### src/rtl/tmr_irq_ctrl.sv
// tmr_irq_ctrl: interrupt controller for the 8-bit timer units.
// Edge-detects the per-channel CMIA/CMIB/OVI levels into pending flags, masks
// them with the enable register, picks the lowest-numbered enabled source and
// presents it to the CPU over an irq_req/irq_vec/irq_ack four-phase handshake.
// Source index: idx = 3*ch + type (type 0=CMIA, 1=CMIB, 2=OVI).
// Optional feature macro: TMR_IRQ_OVERRUN_EN (sticky lost-event flags).
module tmr_irq_ctrl #(
    parameter  int NUM_CH  = 4,
    parameter  int VEC_W   = 4,
    localparam int NUM_SRC = 3 * NUM_CH
) (
    input  logic               clk,
    input  logic               rst_n,
    input  logic [NUM_CH-1:0]  cmia,
    input  logic [NUM_CH-1:0]  cmib,
    input  logic [NUM_CH-1:0]  ovi,
    input  logic               ier_wr,
    input  logic [NUM_SRC-1:0] ier_wdata,
    input  logic               clr_wr,
    input  logic [NUM_SRC-1:0] clr_mask,
    input  logic               irq_ack,
    output logic               irq_req,
    output logic [VEC_W-1:0]   irq_vec,
    output logic [NUM_SRC-1:0] ier,
    output logic [NUM_SRC-1:0] pending,
    output logic [NUM_SRC-1:0] overrun
);

    typedef enum logic [1:0] {
        ST_IDLE,
        ST_REQ,
        ST_RELEASE
    } state_t;

    state_t             state;
    logic [NUM_SRC-1:0] src;
    logic [NUM_SRC-1:0] src_q;
    logic [NUM_SRC-1:0] rise;
    logic [NUM_SRC-1:0] clr_sw;
    logic [NUM_SRC-1:0] clr_ack;
    logic [NUM_SRC-1:0] pending_nxt;
    logic [NUM_SRC-1:0] active;

    // Lowest set index wins; scanning downward leaves the lowest one last.
    function automatic logic [VEC_W-1:0] lowest_set(input logic [NUM_SRC-1:0] v);
        logic [VEC_W-1:0] r;
        r = '0;
        for (int i = NUM_SRC - 1; i >= 0; i--) begin
            if (v[i]) r = VEC_W'(i);
        end
        return r;
    endfunction

    // Flatten the three per-channel buses into the interleaved source vector.
    always_comb begin
        // NOTE: every output of a combinational block gets a default first so
        // no path leaves it unassigned, which would otherwise infer a latch.
        src = '0;
        for (int ch = 0; ch < NUM_CH; ch++) begin
            src[3*ch + 0] = cmia[ch];
            src[3*ch + 1] = cmib[ch];
            src[3*ch + 2] = ovi[ch];
        end
    end

    assign rise   = src & ~src_q;
    assign active = pending & ier;

    // Clear sources for this cycle: software write-1-to-clear and the CPU ack.
    always_comb begin
        clr_sw  = clr_wr ? clr_mask : '0;
        clr_ack = '0;
        if (state == ST_REQ && irq_ack) clr_ack[irq_vec] = 1'b1;
    end

    // A new edge beats any clear so no event is lost to a coincident clear.
    assign pending_nxt = rise | (pending & ~(clr_sw | clr_ack));

    // Edge-detect history, pending flags and the enable mask.
    always_ff @(posedge clk or negedge rst_n) begin
        if (!rst_n) begin
            src_q   <= '0;
            pending <= '0;
            ier     <= '0;
        end else begin
            // NOTE: state is written with non-blocking assignments so every
            // register samples the pre-edge values, independent of order.
            src_q   <= src;
            pending <= pending_nxt;
            if (ier_wr) ier <= ier_wdata;
        end
    end

    // Request handshake FSM with registered irq_req/irq_vec.
    always_ff @(posedge clk or negedge rst_n) begin
        if (!rst_n) begin
            state   <= ST_IDLE;
            irq_req <= 1'b0;
            irq_vec <= '0;
        end else begin
            case (state)
                ST_IDLE: begin
                    if (|active) begin
                        irq_vec <= lowest_set(active);
                        irq_req <= 1'b1;
                        state   <= ST_REQ;
                    end
                end
                ST_REQ: begin
                    if (irq_ack) begin
                        irq_req <= 1'b0;
                        state   <= ST_RELEASE;
                    end else if (!pending[irq_vec] || !ier[irq_vec]) begin
                        irq_req <= 1'b0;
                        state   <= ST_IDLE;
                    end
                end
                ST_RELEASE: begin
                    if (!irq_ack) state <= ST_IDLE;
                end
                default: begin
                    irq_req <= 1'b0;
                    state   <= ST_IDLE;
                end
            endcase
        end
    end

`ifdef TMR_IRQ_OVERRUN_EN
    // Sticky lost-event flags: an edge landing on a still-pending bit keeps
    // that bit set (set beats clear), so the earlier event is overwritten.
    always_ff @(posedge clk or negedge rst_n) begin
        if (!rst_n) begin
            overrun <= '0;
        end else begin
            overrun <= (rise & pending) | (overrun & ~clr_sw);
        end
    end
`else
    assign overrun = '0;
`endif

endmodule

### config.mk
export PLATFORM = sky130hd
export DESIGN_NAME = tmr_irq_ctrl
export DESIGN_NICKNAME = d
export VERILOG_FILES = /design/src/rtl/tmr_irq_ctrl.sv
export SDC_FILE = /design/constraint.sdc
export NUM_CORES = 1
export LEC_CHECK = 0
export CAP_MARGIN = 5
export CORE_UTILIZATION = 39
export DETAILED_ROUTE_END_ITERATION = 12
export PLACE_DENSITY = 0.75
export SLEW_MARGIN = 20
export SYNTH_ARGS = -nofsm -noshare
export SYNTH_HDL_FRONTEND = slang
export SYNTH_SLANG_ARGS = --single-unit
### constraint.sdc
create_clock -name clk -period 1.6 [get_ports clk]
set_clock_uncertainty 0.15 [all_clocks]
set_input_delay 0.32 -clock clk [delete_from_list [all_inputs] [get_ports clk]]
set_output_delay 0.32 -clock clk [all_outputs]
set_load 0.005 [all_outputs]
==> results of run 1 <==
==> synthesized netlist by cell type, drive strengths merged, types with 2 or more instances <==
cell / n / area, um2
inv: 13 / 48.79
o311ai: 5 / 43.79
nand2: 25 / 93.84
a32oi: 2 / 17.52
o22ai: 2 / 12.51
nand2b: 4 / 27.53
o211ai: 9 / 72.57
o21ai: 12 / 60.05
o221ai: 2 / 17.52
a41oi: 2 / 36.29
dfrtp: 43 / 1076
nand4: 2 / 12.51
a22oi: 6 / 50.05
nand3: 4 / 20.02
buf: 16 / 110.1
mux2: 13 / 150.1
a21oi: 5 / 28.78
nor2: 6 / 30.03
and2: 3 / 18.77
nand4b: 2 / 17.52
==> timing repair <==
item	CTS	global route
buffers inserted	32	7
endpoints found under the hold margin	14	0
pin swaps	7	5
endpoints found under the setup margin	35	23
hold buffers	1	0
gates resized for setup	48	26
==> metal layers <==
layer | routed length [um] | vias up
met1 | 2789 | 1008
met2 | 3224 | 74
li1 | - | 987
met4 | 161 | 0
met3 | 267 | 16
met5 | 0 | -
==> where the power goes <==
group / internal, mW / switching [mW] / total (mW)
sequential: 1.27 / 0.167 / 1.44
combinational: 1.23 / 0.942 / 2.17
clock: 0.473 / 0.409 / 0.882
total: 2.98 / 1.52 / 4.50
==> path summary, 6_finish.rpt <==
| check | start | endpoint | slack, ns |
|---|---|---|---|
| worst max-delay path | ier[1] | irq_req | -0.11 |
| worst min-delay path | src_q[11] | pending[11] | 0.26 |
| worst max register to register | ier[1] | irq_req | -0.11 |
| worst min register to register | src_q[11] | pending[11] | 0.26 |
| max in group asynchronous | rst_n | irq_vec[2] | 0.51 |
| min in group asynchronous | rst_n | irq_vec[0] | 0.30 |
==> per-stage QoR <==
step                setup TNS [ns]  utilization  hold WS, ns  instances
finish                     -0.2853       0.7075       0.2584        415
global route               -0.7933       0.7075       0.2707        415
CTS                        -0.3079       0.6843       0.2664        408
detailed placement          -3.333       0.6183       0.1006        371
global placement            -3.182       0.6183      0.09655        371
floorplan                        0            -      -0.1256        207
==> cells by family after synthesis <==
| group | Yosys count | share of synthesized area |
|---|---|---|
| other cells | 1 | 0.001771 |
| flops | 43 | 0.5083 |
| buf+inv | 30 | 0.07683 |
| simple gates | 55 | 0.1395 |
| compound gates | 52 | 0.1874 |
| mux | 15 | 0.08629 |
==> flip-flops by register name (all words and copies together), names as in the netlist <==
register / cells
irq_req: 1
src_q: 12
ier: 12
pending: 12
state: 2
irq_vec: 4
==> final cells by class <==
cell class / count / area share
multi-input combinational: 134 / 0.2697
clock buffer: 5 / 0.01880
inverter: 13 / 0.01333
timing repair buffer: 147 / 0.3655
sequential: 43 / 0.2957
clock inverter: 3 / 0.01299
tap: 70 / 0.02393
==> impl_summary.log, run 1 <==
INFO  metric run_status = finished, violations left
INFO  metric failed_checks = negative setup slack
INFO  metric tritoncts = built
INFO  metric hold_violations = 0
INFO  metric path_depth = 5
INFO  metric cts-buffers-inserted = 5
INFO  metric crit_fanout = 3
INFO  metric drc = 0
INFO  metric placement.cell_area = 3198 um2
INFO  metric floorplan.initialDensity = 0.4093
INFO  metric initial_antenna_violation_count = 0
INFO  metric ys_seq_elements = 43
INFO  metric global_route_total_usage_across_every_layer = 0.2381
INFO  metric mostFrequentLayoutCells = 62 x buf_4, 38 x dfrtp_1, 38 x clkdlybuf4s50_1, 25 x nand2_1, 21 x dlygate4sd2_1
INFO  metric synth_cell_types = 51
INFO  metric design.die.area = 5727 um2
INFO  metric timing.max_cap.violations = 0
INFO  metric final.setup.worst_slack = -0.1050 ns
INFO  metric grt_util_met3 = 0.04497
INFO  metric portbufs = 69
INFO  metric clock-sinks = 43
INFO  metric preCtsSetupSlack = -0.3119 ns
INFO  metric min_path_cells = 1
INFO  metric ratio_of_routed_vias_to_standard_cells = 5.024
INFO  metric layout.cell_area.non_filler = 3660 um2
INFO  metric grt_pass1_vias = 2059
INFO  metric cts-htree-levels = 2
INFO  metric most_common_cell_after_layout_fill_and_taps_aside = buf_4
INFO  metric fmax = 586.5 MHz
INFO  metric r2r.worst_path.cells = 5
INFO  metric multi_input_comb_area = 987.2 um2
INFO  metric insertion_delay = 0.31 ns
INFO  metric clkTransAtPathRegs = 0.09 ns
INFO  metric ioPinCount = 82
INFO  metric worstSetupPathType = flop to flop
INFO  metric pin_count_of_the_biggest_net_entering_global_routing = 30
INFO  metric register_area = 1082 um2
INFO  metric cts.path.max_buffers = 2
INFO  metric cp_top_family = multiplexers
INFO  metric share_of_cells_above_drive_strength_1 = 0.3710
INFO  metric use_met1 = 0.3077
INFO  metric chip_height = 75.68 um
INFO  metric grt_first_pass_wirelength = 9818 um
INFO  metric fillCellCount = 384
INFO  metric die_width = 75.68 um
INFO  metric synth_cells = 196
INFO  metric cts_root_buffer = clkbuf_8
INFO  metric slowest_stage = mux4_2
INFO  metric data_arrival_time_of_the_worst_path = 1.74 ns
INFO  metric global_route.peak_usage_layer = met2
INFO  metric power.total = 4.498 mW
INFO  metric critical_path_required = 1.64 ns
INFO  metric layout-area-overhead-vs-synth = 72.87%
INFO  metric detail_route.wirelength = 6442 um
INFO  metric timing.final.max_slew_violations = 0
INFO  metric unrepaired_setup_endpoints_after_global_routing = yes
INFO  metric dr.pass1.iters = 4
INFO  metric ys_warn_count = 0
INFO  metric hold_path.class = flop to flop
INFO  metric cp_num_buf_inv = 1
INFO  metric finalCriticalPeriod = 1.705 ns
INFO  metric initialDrtViolationCount = 153
INFO  metric finalNetCount = 385
INFO  metric global_route.usage.met2 = 0.3909
INFO  metric synth_enable_flop_cells = 0
INFO  metric floorplan.core_area = 5172 um2
INFO  metric avgRoutedWirePerCell = 15.52 um
INFO  metric asyncSetResetFlopFracSynth = 1.000
INFO  metric dp_hpwl = 4450 um
INFO  metric antenna_left = 0
INFO  metric setup.worst_path.end_class = flop
INFO  metric report.final.setup_viol = 4
INFO  metric rows = 26
INFO  metric flip_flop_cell_with_the_highest_count_after_synthesis = dfrtp_1
INFO  metric power-per-cell-area = 1229 nW/um2
INFO  metric syn_area_per_cell = 10.80 um2
INFO  metric total_leakage_power = 1.652 nW
INFO  metric global_route.overflow_total = 0
INFO  metric setup_crit_start_kind = flop
INFO  metric insertedDiodeCount = 0
INFO  metric maximum_vdd_drop = 0.0006849 V
INFO  metric synth_area = 2117 um2
INFO  metric stage_delay_of_the_slowest_cell_on_the_critical_path = 0.47 ns
INFO  metric post-route-period-util = 1.066
INFO  metric yosysSeqAreaShare = 0.5083
INFO  metric worstPathCellList = buf_6 > and2_4 > mux4_2 > o211ai_2 > a21oi_1
INFO  metric via_count = 2085
INFO  metric gpl_congestion = 0.8865
No activity file was read; power rests on OpenSTA's default activity.
==> inputs of run 2 (changes only) <==
--- a/config.mk
+++ b/config.mk
@@ -7,6 +7,7 @@
 export LEC_CHECK = 0
 export CAP_MARGIN = 5
 export CORE_UTILIZATION = 39
+export CTS_CLUSTER_SIZE = 10
 export DETAILED_ROUTE_END_ITERATION = 12
 export PLACE_DENSITY = 0.75
 export SLEW_MARGIN = 20
==> results of run 2 <==
No change in the layout: final DEF, timing and power equal those of run 1.
